$ cat config.mk
export PLATFORM = sky130hd
export DESIGN_NAME = mmio_periph_responder
export DESIGN_NICKNAME = d
export VERILOG_FILES = /design/src/rtl/periph_pkg.sv /design/src/rtl/mmio_periph_responder_seg7_scanner.sv /design/src/rtl/mmio_periph_responder.sv
export SDC_FILE = /design/constraint.sdc
export NUM_CORES = 1
export LEC_CHECK = 0
export ABC_AREA = 1
export CELL_PAD_IN_SITES_DETAIL_PLACEMENT = 1
export CELL_PAD_IN_SITES_GLOBAL_PLACEMENT = 2
export CORE_MARGIN = 3
export CORE_UTILIZATION = 30
export CTS_CLUSTER_SIZE = 20
export DETAILED_ROUTE_END_ITERATION = 10
export PLACE_DENSITY_LB_ADDON = 0.05
export SYNTH_ARGS = -nofsm -noshare
export SYNTH_HDL_FRONTEND = slang
export SYNTH_SLANG_ARGS = --single-unit
$ cat constraint.sdc
create_clock -name clk -period 4.19 [get_ports clk]
set_clock_uncertainty 0.05 [all_clocks]
set_input_delay 0.838 -clock clk [delete_from_list [all_inputs] [get_ports clk]]
set_output_delay 0.838 -clock clk [all_outputs]
set_load 0.02 [all_outputs]
$ cat src/rtl/periph_pkg.sv
// Shared definitions for the MMIO peripheral responder: register byte offsets,
// timer control bit positions and the active-low 7-segment hex decode table.
package periph_pkg;

    localparam logic [31:0] WINDOW_BYTES = 32'h0000_0018;

    localparam logic [4:0] OFF_TH      = 5'h00;
    localparam logic [4:0] OFF_TL      = 5'h04;
    localparam logic [4:0] OFF_TCON    = 5'h08;
    localparam logic [4:0] OFF_LED     = 5'h0C;
    localparam logic [4:0] OFF_DIGI    = 5'h10;
    localparam logic [4:0] OFF_SYSTICK = 5'h14;

    localparam int TCON_RUN  = 0;
    localparam int TCON_IE   = 1;
    localparam int TCON_STAT = 2;

    // Segment bit order {dp,g,f,e,d,c,b,a}, active-low, dp always off.
    localparam logic [7:0] SEG7_HEX [16] = '{
        8'hC0, 8'hF9, 8'hA4, 8'hB0, 8'h99, 8'h92, 8'h82, 8'hF8,
        8'h80, 8'h90, 8'h88, 8'h83, 8'hC6, 8'hA1, 8'h86, 8'h8E
    };

    function automatic logic [7:0] hex2seg(input logic [3:0] nibble);
        return SEG7_HEX[nibble];
    endfunction

endpackage

$ cat src/rtl/mmio_periph_responder_seg7_scanner.sv
// Hardware 7-segment scanner: walks the four digits of a 16-bit hex value,
// dwelling SCAN_DIV clock cycles on each. Only built when DIGI_SCAN_EN is defined.
module seg7_scanner
    import periph_pkg::*;
#(
    parameter int SCAN_DIV = 100000
) (
    input  logic        clk,
    input  logic        reset,
    input  logic [15:0] value_i,
    output logic [11:0] digi_o
);

    localparam int DIV_W = (SCAN_DIV > 2) ? $clog2(SCAN_DIV) : 1;
    localparam logic [DIV_W-1:0] DIV_LAST = DIV_W'(SCAN_DIV - 1);

    logic [DIV_W-1:0] div_q, div_d;
    logic [1:0]       idx_q, idx_d;
    logic [3:0]       nibble;
    logic [3:0]       an;

    always_ff @(posedge clk) begin
        if (reset) begin
            div_q <= '0;
            idx_q <= 2'd0;
        end else begin
            div_q <= div_d;
            idx_q <= idx_d;
        end
    end

    always_comb begin
        div_d = div_q + 1'b1;
        idx_d = idx_q;
        if (div_q == DIV_LAST) begin
            div_d = '0;
            idx_d = idx_q + 2'd1;
        end
    end

    always_comb begin
        nibble = value_i[3:0];
        case (idx_q)
            2'd0: nibble = value_i[3:0];
            2'd1: nibble = value_i[7:4];
            2'd2: nibble = value_i[11:8];
            2'd3: nibble = value_i[15:12];
            default: nibble = value_i[3:0];
        endcase
        an     = ~(4'b0001 << idx_q);
        digi_o = {an, hex2seg(nibble)};
    end

endmodule

$ cat src/rtl/mmio_periph_responder.sv
// Data-bus responder for the timer/LED/7-seg/systick window at BASE_ADDR.
// Define DIGI_SCAN_EN to build the hardware digit scanner (16-bit DIGI value).
module mmio_periph_responder
    import periph_pkg::*;
#(
    parameter logic [31:0] BASE_ADDR = 32'h4000_0000,
    parameter int          SCAN_DIV  = 100000
) (
    input  logic        clk,
    input  logic        reset,
    input  logic [31:0] Address,
    input  logic [31:0] Write_data,
    input  logic        MemRead,
    input  logic        MemWrite,
    output logic [31:0] Read_data,
    output logic        hit,
    output logic        irq,
    output logic [7:0]  led,
    output logic [11:0] digi
);

`ifdef DIGI_SCAN_EN
    localparam int DIGI_W = 16;
`else
    localparam int DIGI_W = 12;
`endif

    logic [31:0]       off;
    logic [4:0]        regOff;
    logic              wrEn;
    logic              overflow;
    logic              ovfSet;

    logic [31:0]       th_q, th_d;
    logic [31:0]       tl_q, tl_d;
    logic [2:0]        tcon_q, tcon_d;
    logic [7:0]        led_q, led_d;
    logic [DIGI_W-1:0] digi_q, digi_d;
    logic [31:0]       systick_q, systick_d;
    logic              irq_q, irq_d;

    // Offset arithmetic keeps the decode valid for any word-aligned base.
    assign off    = Address - BASE_ADDR;
    assign hit    = (off < WINDOW_BYTES);
    assign regOff = {off[4:2], 2'b00};
    assign wrEn   = MemWrite & hit;

    always_ff @(posedge clk) begin
        if (reset) begin
            th_q      <= '0;
            tl_q      <= '0;
            tcon_q    <= '0;
            led_q     <= '0;
            digi_q    <= '0;
            systick_q <= '0;
            irq_q     <= 1'b0;
        end else begin
            th_q      <= th_d;
            tl_q      <= tl_d;
            tcon_q    <= tcon_d;
            led_q     <= led_d;
            digi_q    <= digi_d;
            systick_q <= systick_d;
            irq_q     <= irq_d;
        end
    end

    always_comb begin
        th_d      = th_q;
        tl_d      = tl_q;
        tcon_d    = tcon_q;
        led_d     = led_q;
        digi_d    = digi_q;
        systick_d = systick_q + 32'd1;
        irq_d     = tcon_q[TCON_IE] & tcon_q[TCON_STAT];

        overflow = tcon_q[TCON_RUN] && (tl_q == 32'hFFFF_FFFF);
        ovfSet   = overflow & tcon_q[TCON_IE];

        if (tcon_q[TCON_RUN]) begin
            tl_d = overflow ? th_q : (tl_q + 32'd1);
        end
        tcon_d[TCON_STAT] = tcon_q[TCON_STAT] | ovfSet;

        // Software stores override the timer; a hardware overflow still sets status.
        if (wrEn) begin
            case (regOff)
                OFF_TH:   th_d = Write_data;
                OFF_TL:   tl_d = Write_data;
                OFF_TCON: begin
                    tcon_d[TCON_RUN]  = Write_data[TCON_RUN];
                    tcon_d[TCON_IE]   = Write_data[TCON_IE];
                    tcon_d[TCON_STAT] = Write_data[TCON_STAT] | ovfSet;
                end
                OFF_LED:  led_d  = Write_data[7:0];
                OFF_DIGI: digi_d = Write_data[DIGI_W-1:0];
                default:  ;
            endcase
        end
    end

    always_comb begin
        Read_data = 32'h0;
        if (MemRead && hit) begin
            case (regOff)
                OFF_TH:      Read_data = th_q;
                OFF_TL:      Read_data = tl_q;
                OFF_TCON:    Read_data = 32'(tcon_q);
                OFF_LED:     Read_data = 32'(led_q);
                OFF_DIGI:    Read_data = 32'(digi_q);
                OFF_SYSTICK: Read_data = systick_q;
                default:     Read_data = 32'h0;
            endcase
        end
    end

    assign irq = irq_q;
    assign led = led_q;

`ifdef DIGI_SCAN_EN
    seg7_scanner #(
        .SCAN_DIV (SCAN_DIV)
    ) u_scanner (
        .clk     (clk),
        .reset   (reset),
        .value_i (digi_q),
        .digi_o  (digi)
    );
`else
    assign digi = digi_q;
`endif

endmodule

==> run summary <==
Cell at the slowest stage of the critical path - clkdlybuf4s50_1
Yosys warning total - 0
Number of primary I/O pins - 122
Biggest cell delay along the critical path - 0.67 ns
Drc violations - 0
Sink count of the clock tree - 120
Unrepaired setup endpoints after global routing - false
Buffers from clock root to sink, at most - 2
Layout cell share with drive strength beyond 1 - 6.46%
Clk root buf - clkbuf_16
Clock buffer count from CTS - 17
Total of endpoints with negative setup slack in the final report - 0
Cell area after synthesis - 8430 µm²
Count of input and output buffers - 119
Leading register cell type out of synthesis - dfxtp_1
Count of cell types in the netlist - 39
Post-synthesis xor/xnor area fraction - 1.14%
Async set-reset flop share out of synthesis - 0%
Arrival time of the worst setup path - 3.14 ns
Gate count of the mapped netlist - 1493
# diodes - 0
Wire length of the first global-routing pass - 54800 µm
CP Cell Sequence - clkdlybuf4s50_1, nand2_2, inv_1, nor2_1, nand2_1, nor2_2, nand3_1, buf_12, a31oi_1, clkdlybuf4s50_1
Via density per instance - 4.77
Area fraction in compound gates after synthesis - 8.53%
Family with the most delay on the worst path - buffers and inverters
Summed negative setup slack over all endpoints - 0 ns
HPWL after DPL - 26000 µm
Required time reported for the critical path endpoint - 3.30 ns
Largest net degree at the start of global routing - 40
Mux cell area share after synthesis - 0%
Final Hold Violating Endpoints - 0
Number of violations reported at the end of detailed-routing iteration 0 - 438
Path type of the worst setup path - in -> out
Skew-Pair Late Insertion Delay - 0.44 ns
Cell repeated most along the worst path - clkdlybuf4s50_1
Share of the synthesized area in the top cell type - 28.5%
Wire per inst - 17.6 µm
Dominant combinational cell family by area after synthesis - simple AND/OR/NAND/NOR gates
Width of the die - 174 µm
Placed cell count - 1952
Overflow left after global routing - 0
CP Buf/Inv Count - 4
Site row count - 60
Hold-fix buffers, CTS - 0
Top achievable clock speed - 249 MHz
Initial DRT Pass Iterations - 5
Height of the die - 174 µm
Top post-synthesis cells by count - nand2_1 (552), inv_1 (266), nor2_1 (169), dfxtp_1 (120), nand4_1 (60)
Maximum fanout encountered on the critical timing path - 32
Cell type with the largest total area after synthesis - dfxtp_1
Total die area - 30200 µm²
Endpoint type of the worst setup path - output pin
Depth of the CTS H-tree - 4
Final wirelength - 34800 µm
Number of global-route vias before repair - 9563
Synth Area in Adders - 0.297%
Main area contributors after synthesis - dfxtp_1 (28%), nand2_1 (25%), inv_1 (12%)
Growth of design area from synthesis to finish - 25.7%
Critical Path Source Type - input pin
Initial antenna violation count - 0
GRT Overall Usage - 23.2%
Clock slew at the register clock pins of the worst setup and hold paths - 0.06 ns
Max capacitance violation total - 0
Worst vdd ir - 0.269 mV
Pwr dens - 260 nW/µm²
Final cycle utilization of the critical path - 96.0%
Count of buffers added by post-CTS timing repair for setup - 0
Leak - 4.42 nW
Slew at the pin closest to its max-slew limit - 0.759 ns
Number of flops mapped to enable cells by yosys - 0
Min Clock Period, post-route - 4.02 ns
Result of the run - finished, final reports clean
Gpl congestion - 0.821
Proportion of synthesized chip area in sequential cells - 28.5%
Type of the tightest min-delay check - reg -> reg
Headroom to the max-slew limit - 49.4%
Starting Density - 30.9%
Floorplan Core Area - 27300 µm²
Number of resized instances in the post-cts repair step - 0
Simple-gate area share of the yosys netlist - 45.9%
Final total power - 2.75 mW
Count of pins over their slew limit - 0
Residual antenna-violating net count after detailed routing - 0
Number of vias after detailed routing - 9452
Net Count, Synth - 1563
Most common cell in the synthesized netlist - nand2_1
Clock tree from TritonCTS - built
Number of nets in the final layout - 1669
Flop and latch count out of synthesis - 120
Mean area per synthesized cell - 5.65 µm²
Final instance count without filler cells - 1983
[power by group]
part,total [mW],internal (mW),switching [mW]
logic,0.192,0.0852,0.107
clock network,1.41,0.814,0.599
registers,1.15,1.14,0.00229
[worst register-to-register path, delay by kind of cell, from the launching register on]
| kind | cells | cell delay (ns) |
|---|---|---|
| AO/OA/AOI/OAI | 1 | 0.08 |
| AND/OR/NAND/NOR | 5 | 1.28 |
| buffers and inverters | 2 | 0.62 |
| flip-flops | 1 | 0.36 |
[routing by layer]
metal / global-route usage [%] / share of wire, % / wire length [µm] / vias up
met2: 40.0 / 48 / 16600 / 157
met1: 30.0 / 47 / 16400 / 4490
met4: 5.43 / 1.5 / 535 / 0
li1: - / - / - / 4783
met5: 0 / 0 / 0 / -
met3: 4.38 / 4.0 / 1390 / 22
[per-stage QoR]
step           hold slack (ns)  util, %  setup slack [ns]  cell area [µm²]
2_1_floorplan            0.380        -              1.14             8430
3_3_place_gp             0.398     36.8             0.177            10000
3_5_place_dp             0.419     36.8             0.172            10000
4_1_cts                  0.435     38.8             0.168            10600
5_1_grt                  0.471     38.8            0.0862            10600
6_report                 0.436     38.8             0.166            10600
[path summary, 6_finish.rpt]
kind / start / endpoint / slack [ns] / cells after the start
worst max register to register: tcon_q[0] / tl_q[3] / 1.69 / 8
worst max-delay path: Address[4] / Read_data[31] / 0.17 / 10
worst min register to register: systick_q[0] / systick_q[0] / 0.44 / 1
worst min-delay path: systick_q[0] / systick_q[0] / 0.44 / 1
[placed cells by master, fill, tap and decap left out, types with 19 or more instances in the layout]
cell type	Yosys	final
nor2_1	169	169
clkdlybuf4s50_1	0	119
buf_4	2	26
dfxtp_1	120	120
a31oi_1	29	29
nand3_1	58	58
nand2_1	552	552
o21ai_0	19	19
a21oi_1	56	56
inv_1	266	265
nand4_1	60	60
[registers in the layout (all words and copies together) (netlist names)]
| register | cells |
|---|---|
| tl_q | 32 |
| led | 8 |
| tcon_q | 3 |
| irq | 1 |
| systick_q | 32 |
| digi | 12 |
| th_q | 32 |
[area by class of cell]
class	count	area [µm²]
Fill cell	3750	16700
Multi-Input combinational cell	1041	4710
Sequential cell	120	2400
Timing Repair Buffer	148	1450
Inverter	271	1020
Clock buffer	21	480
Tap cell	372	465
Clock inverter	10	72.6
[logic make-up (layout without fill, tap and decap cells)]
family,Yosys count,in the layout
buf+inv,332,450
flops,120,120
simple gates,902,902
compound gates,126,126
fa+ha+maj,2,2
xor+xnor,11,11
Note: power is estimated with default switching activity, not from simulation.
